--- src/rtl/logic_unit_pipe.sv ---
// rtl/logic_unit_pipe.sv - bitwise logic unit feeding a DEPTH-entry result queue with valid/ready on both sides
// Optional accepted-transaction counter: define LOGIC_UNIT_PIPE_STATS_EN.
module logic_unit_pipe #(
  parameter int WIDTH = 8,
  parameter int DEPTH = 4
) (
  input  logic                     clk,
  input  logic                     rst_n,
  input  logic                     in_valid,
  output logic                     in_ready,
  input  logic [2:0]               op,
  input  logic [WIDTH-1:0]         a,
  input  logic [WIDTH-1:0]         b,
  output logic                     out_valid,
  input  logic                     out_ready,
  output logic [WIDTH-1:0]         y,
  output logic                     y_zero,
  output logic                     y_parity,
  output logic [$clog2(DEPTH):0]   level,
  output logic [15:0]              op_count
);

  localparam int AW = $clog2(DEPTH);
  localparam int LW = AW + 1;

  // Flags ride along with the data so the output side is a plain register read.
  typedef struct packed {
    logic             parity;
    logic             zero;
    logic [WIDTH-1:0] data;
  } entry_t;

  entry_t          mem [DEPTH];
  logic [AW-1:0]   wr_ptr;
  logic [AW-1:0]   rd_ptr;
  logic [LW-1:0]   count;
  logic            push;
  logic            pop;
  logic [WIDTH-1:0] result;
  entry_t          head;

  always_comb begin
    result = a;
    case (op)
      3'd0:    result = a & b;
      3'd1:    result = a | b;
      3'd2:    result = ~a;
      3'd3:    result = ~(a & b);
      3'd4:    result = ~(a | b);
      3'd5:    result = a ^ b;
      3'd6:    result = ~(a ^ b);
      default: result = a;
    endcase
  end

  // Gating with rst_n keeps in_ready low through reset without touching out_ready.
  assign in_ready  = rst_n & (count != LW'(DEPTH));
  assign out_valid = (count != '0);
  assign push      = in_valid & in_ready;
  assign pop       = out_valid & out_ready;

  always_ff @(posedge clk) begin
    if (!rst_n) begin
      wr_ptr <= '0;
      rd_ptr <= '0;
      count  <= '0;
    end else begin
      if (push) wr_ptr <= wr_ptr + AW'(1);
      if (pop)  rd_ptr <= rd_ptr + AW'(1);
      case ({push, pop})
        2'b10:   count <= count + LW'(1);
        2'b01:   count <= count - LW'(1);
        default: count <= count;
      endcase
    end
  end

  // Storage needs no reset: entries are only visible while counted as valid.
  always_ff @(posedge clk) begin
    if (push) begin
      mem[wr_ptr] <= '{parity: ^result, zero: ~|result, data: result};
    end
  end

  assign head     = mem[rd_ptr];
  assign y        = out_valid ? head.data : '0;
  assign y_zero   = out_valid & head.zero;
  assign y_parity = out_valid & head.parity;
  assign level    = count;

`ifdef LOGIC_UNIT_PIPE_STATS_EN
  logic [15:0] ops_q;

  always_ff @(posedge clk) begin
    if (!rst_n) begin
      ops_q <= '0;
    end else if (push && ops_q != 16'hFFFF) begin
      ops_q <= ops_q + 16'd1;
    end
  end

  assign op_count = ops_q;
`else
  assign op_count = '0;
`endif

endmodule
--- config.mk ---
export PLATFORM = sky130hd
export DESIGN_NAME = logic_unit_pipe
export DESIGN_NICKNAME = d
export VERILOG_FILES = /design/src/rtl/logic_unit_pipe.sv
export SDC_FILE = /design/constraint.sdc
export NUM_CORES = 1
export LEC_CHECK = 0
export BUFFER_PORTS_ARGS = -buffer_cell sky130_fd_sc_hd__clkbuf_2
export CAP_MARGIN = 10
export CORE_UTILIZATION = 57
export CTS_CLUSTER_DIAMETER = 200
export DETAILED_ROUTE_END_ITERATION = 16
export PLACE_DENSITY_LB_ADDON = 0.05
export SLEW_MARGIN = 15
export SYNTH_ARGS = -nofsm -noshare
export SYNTH_HDL_FRONTEND = slang
export SYNTH_SLANG_ARGS = --single-unit
--- constraint.sdc ---
create_clock -name clk -period 2.9 [get_ports clk]
set_clock_uncertainty 0.15 [all_clocks]
set_input_delay 0.145 -clock clk [delete_from_list [all_inputs] [get_ports clk]]
set_output_delay 0.145 -clock clk [all_outputs]
set_load 0.01 [all_outputs]
# [After elaboration in Yosys (flattened, before gate mapping)]
# Memory sizes are Yosys's and may differ from the RTL's. A register that Yosys moved wholly into a read port is not among the register bits.
# Index checks and enable logic that the tools add are counted.
[op_classes] mux=7 add_sub_neg=4 n_reduce_logical=6 eq_ne=9 n_bitwise=12
[ops] cell="$pmux W8 S7" n=1
[ops] cell="$not A8 Y8" n=4
[ops] cell="$eq A3 B3 Y1 const B" n=3
[ops] cell="$and A8 B8 Y8" n=1
[ops] cell="$mux W8" n=1
[ops] cell="$or A8 B8 Y8" n=1
[ops] cell="$reduce_or A8 Y1" n=1
[ops] cell="$reduce_xor A8 Y1" n=1
[ops] cell="$xor A8 B8 Y8" n=1
[ops] cell="$eq A3 B2 Y1 const B" n=2
[ops] cell="$pmux W3 S2" n=1
[ops] cell="$and A1 B1 Y1" n=5
[ops] cell="$add A2 B1 Y2 const B" n=2
[ops] cell="$mux W2" n=2
[ops] cell="$add A3 B1 Y3 const B" n=1
[ops] cell="$eq A3 B1 Y1 const B" n=1
[ops] cell="$logic_not A3 Y1" n=1
[ops] cell="$ne A3 B3 Y1 const B" n=1
[ops] cell="$reduce_bool A3 Y1" n=1
[ops] cell="$sub A3 B1 Y3 const B" n=1
[ops] cell="$eq A2 B1 Y1 const B" n=1
[ops] cell="$eq A2 B2 Y1 const B" n=1
[ops] cell="$mux W1" n=2
[ops] cell="$reduce_bool A2 Y1" n=1
[ops] cell="$logic_not A1 Y1" n=1
[totals] inputBits=23 mem_count=1 reg_bits=7 out_inout_bits=31 elab_cells=42 ram_bits=40
[memory_table] name="mem" depth=4 width=10 rd=1 rd_ports_with_merged_regs=1 wr=1 line="33" text="entry_t mem [DEPTH];"

# [Depth between registers and ports, before layout]
# Gate-level depths: netlist of the first run.
[depth] depth_word=5 depth_mapped=10 ltp_nobuf=9

# [Worst setup path after synthesis of the first run]
# No wires, ideal clock.
[synth_path] kind="flip-flop to flip-flop" from="register count[2], in the netlist level[2]" to="register count[2], in the netlist level[2]" period_less_slack_ns=2.268 setup_ns=0.076 path_slack_ns=0.632 stages_incl_launch_ff=10 path_buffers=0 arrival_time_ns=2.042 t_required_ns=2.674 cell_sequence="dfxtp_1 inv_1 o311a_1 inv_1 ha_1 inv_1 fa_1 xor2_1 or3_1 a21boi_0"
[synth_between] elab_chain_len=5 elab_cells_between_ends=11 classes_between="add/sub (2); eq/ne (3); mux (1); bitwise (3); reduce/logical (2)"
[synth_lines] element="from (decl)" line="36" text="logic [LW-1:0] count;"
[synth_lines] element="from (signal assigned)" line="71" text="2'b10: count <= count + LW'(1);"
[synth_lines] element="from (signal assigned)" line="72" text="2'b01: count <= count - LW'(1);"
[synth_lines] element="from (signal assigned)" line="73" text="default: count <= count;"
[synth_lines] element="$ne A3 B3 Y1" line="57" text="assign in_ready = rst_n & (count != LW'(DEPTH));"
[synth_lines] element="$and A1 B1 Y1" line="57"
[synth_lines] element="$and A1 B1 Y1" line="59" text="assign push = in_valid & in_ready;"
[synth_lines] element="$eq A2 B1 Y1 / $eq A2 B2 Y1 (equally long branches)" line="70" text="case ({push, pop})"
[synth_lines] element="$pmux W3 S2 / $reduce_bool A2 Y1 (equally long branches)"
# Several ways; a longest one is shown, not always the timed one.
# A chain may end at the register's enable or synchronous reset.

# [Final worst setup path of the first run]
# Ends and elaborated chain as after synthesis.

==> flow_summary.json, run 1 <==
{
  "firstDrtPassIters": 4,
  "endpoint_kind": "flip-flop",
  "core_area_mm2": 0.005238,
  "async_flop_share": 0,
  "port_buffers": 37,
  "final_common_cell": "edfxtp_1",
  "antenna_found_initial": 0,
  "slew_viol_final": 0,
  "cts.clk_slew.worst_paths_ns": 0.09,
  "final_cells": 386,
  "grt.total_usage": 0.1997,
  "hpwl_um": 4165,
  "intPower_mw": 1.455,
  "syn_area_per_cell_um2": 11.22,
  "drive_gt1_frac": 0.1962,
  "tritoncts": "built",
  "power_frac_comb": 0.350,
  "synth_ff_type": "edfxtp_1",
  "r2r_setup_slack_ns": 0.47,
  "clock-root-buffer": "clkbuf_8",
  "tightest_slew_ns": 0.6518,
  "slowest_stage": "dfxtp_1",
  "startpoint_type": "flip-flop",
  "synth-seq-cells": 49,
  "dp.cells": 378,
  "fp-row-count": 26,
  "rsz0062_at_grt": "no",
  "drt_iter0_markers": 94,
  "io_pins": 54,
  "swShare": 0.3167,
  "arrival_ns": 2.51,
  "leakagePower_nw": 1.398,
  "fin_ws_ns": 0.4706,
  "fin_crit_ns": 2.429,
  "syn_area_mm2": 0.003164,
  "p_clk_frac": 0.209,
  "ys_warn_count": 0,
  "max_freq_mhz": 411.6,
  "cts_buffers": 5,
  "die-area_mm2": 0.005853,
  "die_h_um": 76.51,
  "hold_viol": 0,
  "area_growth_pct": 7.790,
  "yosysUniqueCellTypes": 46,
  "synth_enable_flop_cells": 40,
  "cpLargestDelayFamily": "compound AO/OA/AOI/OAI gates",
  "drtAntennaViolNets": 0,
  "wl_per_cell_um": 13.93,
  "grt_overflow": 0,
  "setup_tns_ns": 0,
  "relSlewSlack": 0.5649,
  "crit_type": "reg2reg",
  "p_per_area_mw_per_mm2": 624.3,
  "clkLatencyLatePin_ns": 0.30,
  "status": "completed",
  "path_max_fanout": 8,
  "grt_pass1_wl_um": 9052,
  "pwr-share-seq": 0.442,
  "drt_wl_total_um": 5376,
  "cts_max_level": 2,
  "gp_congestion": 0.8056,
  "grt_max_degree": 22,
  "drc_errors": 0,
  "initial_core_util": 0.6042,
  "netlist_instances": 282,
  "crit_required_ns": 2.98,
  "setup_viol": 0,
  "ir_drop_uv": 292.6,
  "placed_area_mm2": 0.003301,
  "die_w_um": 76.51,
  "viasPerCell": 5.430,
  "clock-sinks": 49,
  "finalCritPeriodShare": 0.8377,
  "layout_common_cells": "edfxtp_1 (40), clkbuf_2 (37), inv_1 (29)",
  "ctsResizeCount": 0,
  "p_switching_uw": 674.5,
  "cp_cell_sequence": "inv_1 -> o311a_1 -> inv_1 -> ha_1 -> inv_1 -> fa_1 -> xor2_1 -> or3_1 -> a21boi_0",
  "cts.path.max_buffers": 2,
  "cpPeakStageDelay_ns": 0.41,
  "power_mw": 2.129,
  "pre_cts_slack_ns": 0.4443,
  "max_cap_violations": 0,
  "finalNetCount": 364,
  "antennaDiodeCount": 0,
  "design_area_mm2": 0.003411,
  "grt_pass1_vias": 1932,
  "vias": 2096,
  "yosysSeqAreaShare": 0.4365,
  "holdBufCountCts": 0,
  "critical_path.most_common_cell": "inv_1",
  "holdCritPathClass": "in2reg",
  "post_cts_buffers": 0,
  "critPathBufInv": 3
}
[through the flow]
stage               hold slack, ns    util
floorplan                   0.2491       -
global placement            0.3386  0.6302
detailed placement          0.3485  0.6302
CTS                        0.03156  0.6512
global route               0.06617  0.6512
finish                     0.04113  0.6512
[cell families after synthesis]
kind of cell | Yosys count | synth area share
DFF | 49 | 0.4365
xor gates and xnor gates | 8 | 0.02214
other | 1 | 0.001185
AOI/OAI and AO/OA | 52 | 0.1246
and+or+nand+nor | 76 | 0.1325
muxes | 11 | 0.07434
buffers and inverters | 59 | 0.1036
adders and majority gates | 26 | 0.1052
[power groups by stage]
stage	Combinational (mW)	Clock [mW]	Sequential, mW
finish	0.744	0.444	0.941
global route	0.832	0.477	0.959
CTS	0.753	0.451	0.947
detailed placement	0.751	0	0.963
global placement	0.737	0	0.961
floorplan	0.589	0	0.912
[final cells by class]
class                   instances  area, um2
fillers                       424       1827
well taps                      70      87.58
multi-input cells             189       1511
inverters                      30      112.6
repair buffers                 40      207.7
clock buffers                   6      93.84
flip-flops and latches         49       1381
clock inverters                 2      16.27
[routing by layer]
| metal | global-route usage | up-vias | wire length, um |
|---|---|---|---|
| li1 | - | 1045 | - |
| met1 | 0.2764 | 978 | 2528 |
| met2 | 0.3243 | 68 | 2521 |
| met5 | 0 | - | 0 |
| met3 | 0.03234 | 5 | 269 |
| met4 | 0.05769 | 0 | 57 |
[worst register-to-register path, stage by stage, from the launching register on]
cell	delay, ns
dfxtp_1	0.41
inv_1	0.07
o311a_1	0.39
inv_1	0.09
ha_1	0.18
inv_1	0.06
fa_1	0.37
xor2_1	0.16
or3_1	0.30
a21boi_0	0.17
[state kept, by name (all words and copies together), names as in the netlist, named ones only]
signal / flops
mem: 40
wr_ptr: 2
rd_ptr: 2
level: 3
[final timing paths]
check	from	endpoint	cells past startpoint
max	level[2]$_SDFFE_PN0P_	level[2]$_SDFFE_PN0P_	9
min	rst_n	flip-flop	2
max reg2reg	level[2]$_SDFFE_PN0P_	level[2]$_SDFFE_PN0P_	9
min reg2reg	wr_ptr[1]$_SDFFE_PN0P_	wr_ptr[1]$_SDFFE_PN0P_	2
[cells in the mapped netlist, drive strengths merged, types with 2 or more instances]
| master | number | area share |
|---|---|---|
| o32a | 5 | 0.016 |
| ha | 25 | 0.099 |
| nor3 | 4 | 0.0063 |
| a21oi | 6 | 0.0095 |
| o211a | 4 | 0.013 |
| nand3 | 7 | 0.011 |
| edfxtp | 40 | 0.38 |
| nor3b | 2 | 0.0047 |
| nand2 | 14 | 0.017 |
| and2 | 22 | 0.043 |
| o21a | 2 | 0.0047 |
| nor2b | 9 | 0.018 |
| o22ai | 2 | 0.0040 |
| mux4 | 10 | 0.071 |
| or3 | 6 | 0.012 |
| nand2b | 3 | 0.0059 |
| dfxtp | 9 | 0.057 |
| inv | 30 | 0.036 |
| o311ai | 2 | 0.0055 |
| o211ai | 4 | 0.0095 |
| xor2 | 2 | 0.0055 |
| clkbuf | 3 | 0.0040 |
| nor2 | 7 | 0.0091 |
| o21ai | 11 | 0.017 |
| xnor2 | 6 | 0.017 |
| a211o | 4 | 0.011 |
| buf | 26 | 0.064 |
| a32oi | 5 | 0.014 |
Power figures use the tool's default switching activity.
==> inputs of run 2 (changes only) <==
--- a/config.mk
+++ b/config.mk
@@ -5,9 +5,10 @@
 export SDC_FILE = /design/constraint.sdc
 export NUM_CORES = 1
 export LEC_CHECK = 0
+export ABC_AREA = 1
 export BUFFER_PORTS_ARGS = -buffer_cell sky130_fd_sc_hd__clkbuf_2
 export CAP_MARGIN = 10
-export CORE_UTILIZATION = 57
+export CORE_UTILIZATION = 52
 export CTS_CLUSTER_DIAMETER = 200
 export DETAILED_ROUTE_END_ITERATION = 16
 export PLACE_DENSITY_LB_ADDON = 0.05
==> constraint.sdc (replaced) <==
create_clock -name clk -period 2.01 [get_ports clk]
set_clock_uncertainty 0.15 [all_clocks]
set_input_delay 0.1005 -clock clk [delete_from_list [all_inputs] [get_ports clk]]
set_output_delay 0.1005 -clock clk [all_outputs]
set_load 0.01 [all_outputs]
==> flow_summary.json, run 2 <==
{
  "status": "completed",
  "pre_cts_slack_ns": -0.04100,
  "async_flop_share": 0,
  "drt_iter0_markers": 77,
  "die_w_um": 82.69,
  "grt_pass1_vias": 2652,
  "grt_max_degree": 22,
  "yosysUniqueCellTypes": 24,
  "initial_core_util": 0.5363,
  "area_growth_pct": 19.18,
  "fin_ws_ns": 0.1528,
  "r2r-start": "level[2]$_SDFFE_PN0P_",
  "path_max_fanout": 10,
  "synth_enable_flop_cells": 40,
  "cp-endpoint": "y_parity",
  "placed_area_mm2": 0.003899,
  "reg2reg_to": "level[2]$_SDFFE_PN0P_",
  "netlist_instances": 453,
  "die_h_um": 82.69,
  "rsz0062_at_grt": "no",
  "clock-root-buffer": "clkbuf_8",
  "crit_required_ns": 1.76,
  "clock-sinks": 49,
  "core_area_mm2": 0.006314,
  "p_per_area_mw_per_mm2": 777.8,
  "endpoint_kind": "output pin",
  "startpoint": "level[2]$_SDFFE_PN0P_",
  "grt_pass1_wl_um": 11740,
  "yosys-top-cells-area": "edfxtp_1 (35%), nand2_1 (13%), ha_1 (9.2%)",
  "setup_viol": 0,
  "die-area_mm2": 0.006838,
  "clkLatencyLatePin_ns": 0.29,
  "n_fill_cell": 597,
  "gp_congestion": 0.8831,
  "cts.clk_slew.worst_paths_ns": 0.08,
  "r2r_setup_slack_ns": 0.17,
  "vias": 2995,
  "reg2reg_depth": 11,
  "max_cap_violations": 0,
  "drive_gt1_frac": 0.1910,
  "synth_ff_type": "edfxtp_1",
  "drtAntennaViolNets": 0,
  "arrival_ns": 1.61,
  "leakagePower_nw": 2.135,
  "startpoint_type": "flip-flop",
  "firstDrtPassIters": 4,
  "syn_area_per_cell_um2": 7.474,
  "setup_tns_ns": 0,
  "synth-seq-cells": 49,
  "largest-register": "mem",
  "fp-row-count": 29,
  "synth_top_area_share": 0.3548,
  "tritoncts": "built",
  "max_freq_mhz": 538.4,
  "fin_crit_ns": 1.857,
  "yosys-top-cells-count": "nand2_1 (115), nor2_1 (81), inv_1 (53), edfxtp_1 (40), nand3_1 (31)",
  "drt_wl_total_um": 7184,
  "ir_drop_uv": 511.1,
  "slew_viol_final": 0,
  "design_area_mm2": 0.004035,
  "viasPerCell": 4.902,
  "crit_type": "reg2out",
  "syn_area_mm2": 0.003386,
  "yosys.area.top_type": "edfxtp_1",
  "power_mw": 3.138,
  "ys_warn_count": 0,
  "port_buffers": 37,
  "finalNetCount": 582,
  "holdCritPathClass": "in2reg",
  "antennaDiodeCount": 0,
  "yosysSeqAreaShare": 0.4080,
  "final_common_cell": "nand2_1",
  "cts_buffers": 5,
  "cts.path.max_buffers": 2,
  "finalCritPeriodShare": 0.9240,
  "layout_common_cells": "nand2_1 (115), nor2_1 (81), inv_1 (50)",
  "antenna_found_initial": 0,
  "io_pins": 54,
  "hold_viol": 0,
  "hpwl_um": 5542,
  "synth.most_common_cell": "nand2_1",
  "wl_per_cell_um": 11.76,
  "largest_reg_flops": 40,
  "grt_overflow": 0,
  "cts_max_level": 2,
  "drc_errors": 0,
  "grt.total_usage": 0.2282
}
[run 2: worst max-delay path, stage by stage (launching register included)]
cell,delay (ns)
dfxtp_2,0.35
inv_1,0.07
nand3_2,0.10
clkinv_1,0.30
a21oi_1,0.31
clkbuf_2,0.18
[run 2: report_power, final]
group / total (mW) / switching, mW / internal [mW] / leakage (nW)
sequential: 1.32 / 0.0713 / 1.25 / 0.443
combinational: 1.27 / 0.784 / 0.491 / 1.65
clock: 0.546 / 0.300 / 0.246 / 0.0385
total: 3.14 / 1.16 / 1.98 / 2.13
[run 2: timing repair]
action,CTS,global route
buffers inserted,0,0
endpoints found under the setup margin,1,4
resized for setup,3,8
gates cloned,1,0
hold buffers,3,0
endpoints found under the hold margin,7,0
pin swaps,0,0
[run 2: kinds of logic after synthesis]
logic type / count (synthesis) / synth area share
flip-flops: 49 / 0.4080
AO/OA/AOI/OAI: 44 / 0.06541
buffers and inverters: 84 / 0.1142
XOR/XNOR: 4 / 0.01035
adder cells (fa/ha/maj): 26 / 0.09830
other: 1 / 0.001108
AND/OR/NAND/NOR: 245 / 0.3027
[run 2: how the worst min path moves through the flow]
stage / slack (ns) / start / depth (start not counted) / end
after global routing: 0.05 / out_ready / 5 / rd_ptr[1]$_SDFFE_PN0P_
after CTS: 0.02 / out_ready / 5 / rd_ptr[1]$_SDFFE_PN0P_
final: 0.03 / out_ready / 5 / flip-flop
after detailed placement: 0.19 / in_valid / 3 / wr_ptr[1]$_SDFFE_PN0P_
after floorplan: 0.08 / in_valid / 2 / wr_ptr[1]$_SDFFE_PN0P_
after global placement: 0.20 / in_valid / 3 / wr_ptr[1]$_SDFFE_PN0P_
[run 2: routing by layer]
| layer | vias up | wire length (um) | GRT usage |
|---|---|---|---|
| li1 | 1580 | - | - |
| met5 | - | 0 | 0 |
| met2 | 78 | 3432 | 0.4033 |
| met3 | 12 | 301 | 0.02637 |
| met4 | 0 | 129 | 0.07759 |
| met1 | 1325 | 3321 | 0.2867 |
[run 2: per-stage QoR]
step           hold WS [ns]  instances  utilization
6_report            0.02575        611       0.6391
4_1_cts             0.01927        611       0.6375
3_3_place_gp         0.1953        599       0.6175
2_1_floorplan       0.08495        468            -
3_5_place_dp         0.1929        599       0.6175
5_1_grt             0.04664        611       0.6391
[run 2: cell type report]
type | instances | area (um2) | area share
Timing Repair inverter | 1 | 7.507 | 0.001860
Inverter | 57 | 217.7 | 0.05395
Tap cell | 77 | 96.34 | 0.02388
Clock inverter | 1 | 7.507 | 0.001860
Clock buffer | 7 | 76.32 | 0.01891
Multi-Input combinational cell | 335 | 1684 | 0.4174
Sequential cell | 49 | 1388 | 0.3439
Timing Repair Buffer | 84 | 558.0 | 0.1383
==> inputs of run 3 (changes only) <==
--- a/config.mk
+++ b/config.mk
@@ -8,7 +8,7 @@
 export ABC_AREA = 1
 export BUFFER_PORTS_ARGS = -buffer_cell sky130_fd_sc_hd__clkbuf_2
 export CAP_MARGIN = 10
-export CORE_UTILIZATION = 52
+export CORE_UTILIZATION = 60
 export CTS_CLUSTER_DIAMETER = 200
 export DETAILED_ROUTE_END_ITERATION = 16
 export PLACE_DENSITY_LB_ADDON = 0.05
==> constraint.sdc (replaced) <==
create_clock -name clk -period 2.4 [get_ports clk]
set_clock_uncertainty 0.15 [all_clocks]
set_input_delay 0.12 -clock clk [delete_from_list [all_inputs] [get_ports clk]]
set_output_delay 0.12 -clock clk [all_outputs]
set_load 0.01 [all_outputs]
==> flow_summary.json, run 3 (synthesis results as in run 2) <==
{
  "firstDrtPassIters": 4,
  "power_frac_comb": 0.400,
  "finalCritPeriodShare": 0.8937,
  "max_freq_mhz": 466.3,
  "setup_viol": 0,
  "viasPerCell": 4.991,
  "slew_viol_final": 0,
  "max_cap_violations": 0,
  "register_area_mm2": 0.001381,
  "port_buffers": 37,
  "fin_crit_ns": 2.145,
  "post_cts_buffers": 0,
  "cts_max_level": 2,
  "fp-row-count": 26,
  "clkLatencyLatePin_ns": 0.29,
  "crit_type": "reg2reg",
  "setup_tns_ns": 0,
  "startpoint_type": "flip-flop",
  "crit_required_ns": 2.43,
  "vias": 2865,
  "hold_start": "out_ready",
  "path_max_fanout": 6,
  "critPathBufInv": 3,
  "cp_cell_sequence": "inv_1 -> nand3_1 -> nand2_1 -> inv_1 -> ha_1 -> inv_1 -> fa_1 -> nand2_1 -> nand3_1 -> o21ai_0 -> a21oi_1",
  "reg2reg_depth": 11,
  "multi_input_area_mm2": 0.001674,
  "crit_cells": 11,
  "intPower_mw": 1.643,
  "holdCritPathClass": "in2reg",
  "cpPeakStageDelay_ns": 0.38,
  "io_pins": 54,
  "largest_reg_flops": 40,
  "p_clk_frac": 0.185,
  "cpLargestDelayFamily": "adder cells",
  "initial_core_util": 0.6425,
  "final_core_utilization": 0.7158,
  "cts.clk_slew.worst_paths_ns": 0.08,
  "endpoint_kind": "flip-flop",
  "min_delay_worst_endpoint": "rd_ptr[0]$_SDFFE_PN0P_",
  "cts_buffers": 5,
  "die_h_um": 77.12,
  "largest-register": "mem",
  "p_per_area_mw_per_mm2": 684.1,
  "die-area_mm2": 0.005947,
  "drive_gt1_frac": 0.1270,
  "pwr-share-seq": 0.415,
  "hpwl_um": 5155,
  "swShare": 0.3635,
  "n_fill_cell": 455,
  "clock-root-buffer": "clkbuf_8",
  "core_area_mm2": 0.005270,
  "drc_errors": 0,
  "whs_ns": 0.03076,
  "grt_pass1_vias": 2622,
  "drtAntennaViolNets": 0,
  "antennaDiodeCount": 0,
  "layout_common_cells": "nand2_1 (115), nor2_1 (81), inv_1 (53)",
  "finalNetCount": 552,
  "die_w_um": 77.12,
  "cts.path.max_buffers": 2,
  "critical_path.most_common_cell": "inv_1",
  "reg2reg_to": "level[2]$_SDFFE_PN0P_",
  "drt_iter0_markers": 108,
  "power_mw": 2.581,
  "antenna_found_initial": 0,
  "p_switching_uw": 938.0,
  "ir_drop_uv": 442.8,
  "whs_path_depth": 3,
  "slowest_stage": "fa_1",
  "arrival_ns": 2.17,
  "final_common_cell": "nand2_1",
  "status": "completed",
  "clock-sinks": 49,
  "rsz0062_at_grt": "no",
  "gp_congestion": 0.8436,
  "grt_pass1_wl_um": 11720,
  "leakagePower_nw": 1.999,
  "r2r-start": "level[0]$_SDFFE_PN0P_",
  "grt_overflow": 0,
  "grt.total_usage": 0.2490,
  "tritoncts": "built",
  "drt_wl_total_um": 6881,
  "hold_viol": 0,
  "area_growth_pct": 11.42,
  "wl_per_cell_um": 11.99,
  "grt_max_degree": 22,
  "r2r_setup_slack_ns": 0.26
}
==> run 3: changes by cell type in the layout (fill, tap and decap cells not counted), moves of 2 or more <==
cell,change
dfxtp_2,-2
inv_2,-2
dfxtp_1,+3
clkinvlp_4,-3
buf_4,-27
inv_1,+3
==> run 3: what timing repair did <==
item	4_1_cts	5_1_grt
setup endpoints to repair	0	0
hold endpoints to repair	2	0
hold buffers	2	0
resized for setup	0	0
==> run 3: through the flow <==
stage                     std cells  instance area [um2]  worst slack [ns]
after floorplan                 468                 3442            0.3618
after global placement          564                 3662            0.3285
after detailed placement        564                 3662            0.2375
after CTS                       574                 3772            0.2411
after global routing            574                 3772           0.05037
final                           574                 3772            0.2552
==> run 3: worst reg2reg max path: cells and delay by family, from the launching register on <==
| kind | cells | cell delay, ns |
|---|---|---|
| adder cells (fa/ha/maj) | 2 | 0.55 |
| AND/OR/NAND/NOR | 4 | 0.48 |
| AO/OA/AOI/OAI | 2 | 0.24 |
| buffers and inverters | 3 | 0.28 |
| flip-flops | 1 | 0.34 |
==> run 3: how the worst max path moves through the flow <==
stage	to	slack, ns	startpoint
global placement	mem[0][9]$_DFFE_PP_	0.33	a[1]
finish	level[2]$_SDFFE_PN0P_	0.26	level[0]$_SDFFE_PN0P_
global route	level[2]$_SDFFE_PN0P_	0.05	level[0]$_SDFFE_PN0P_
floorplan	level[2]$_SDFFE_PN0P_	0.36	level[0]$_SDFFE_PN0P_
detailed placement	mem[3][9]$_DFFE_PP_	0.24	op[1]
CTS	level[2]$_SDFFE_PN0P_	0.24	level[0]$_SDFFE_PN0P_
==> run 3: layout make-up <==
type	instances	share of cell area
clock buffers	8	0.02388
inverters	57	0.05672
multi-input cells	335	0.4438
flip-flops and latches	49	0.3662
well taps	70	0.02322
repair buffers	55	0.08624
==> run 3: per-layer routing <==
metal,global-route usage,vias up,share of wire
met2,0.4265,91,0.48
met4,0.08491,0,0.014
li1,-,1516,-
met5,0,-,0
met1,0.3224,1250,0.46
met3,0.03214,8,0.045
==> run 3: power by group through the flow <==
stage               Combinational (mW)  Clock (mW)  Sequential (mW)
finish                            1.03       0.477             1.07
global route                      1.18       0.516             1.08
CTS                               1.04       0.483             1.07
detailed placement                1.03           0             1.09
global placement                 0.994           0             1.09
floorplan                        0.686           0             1.09
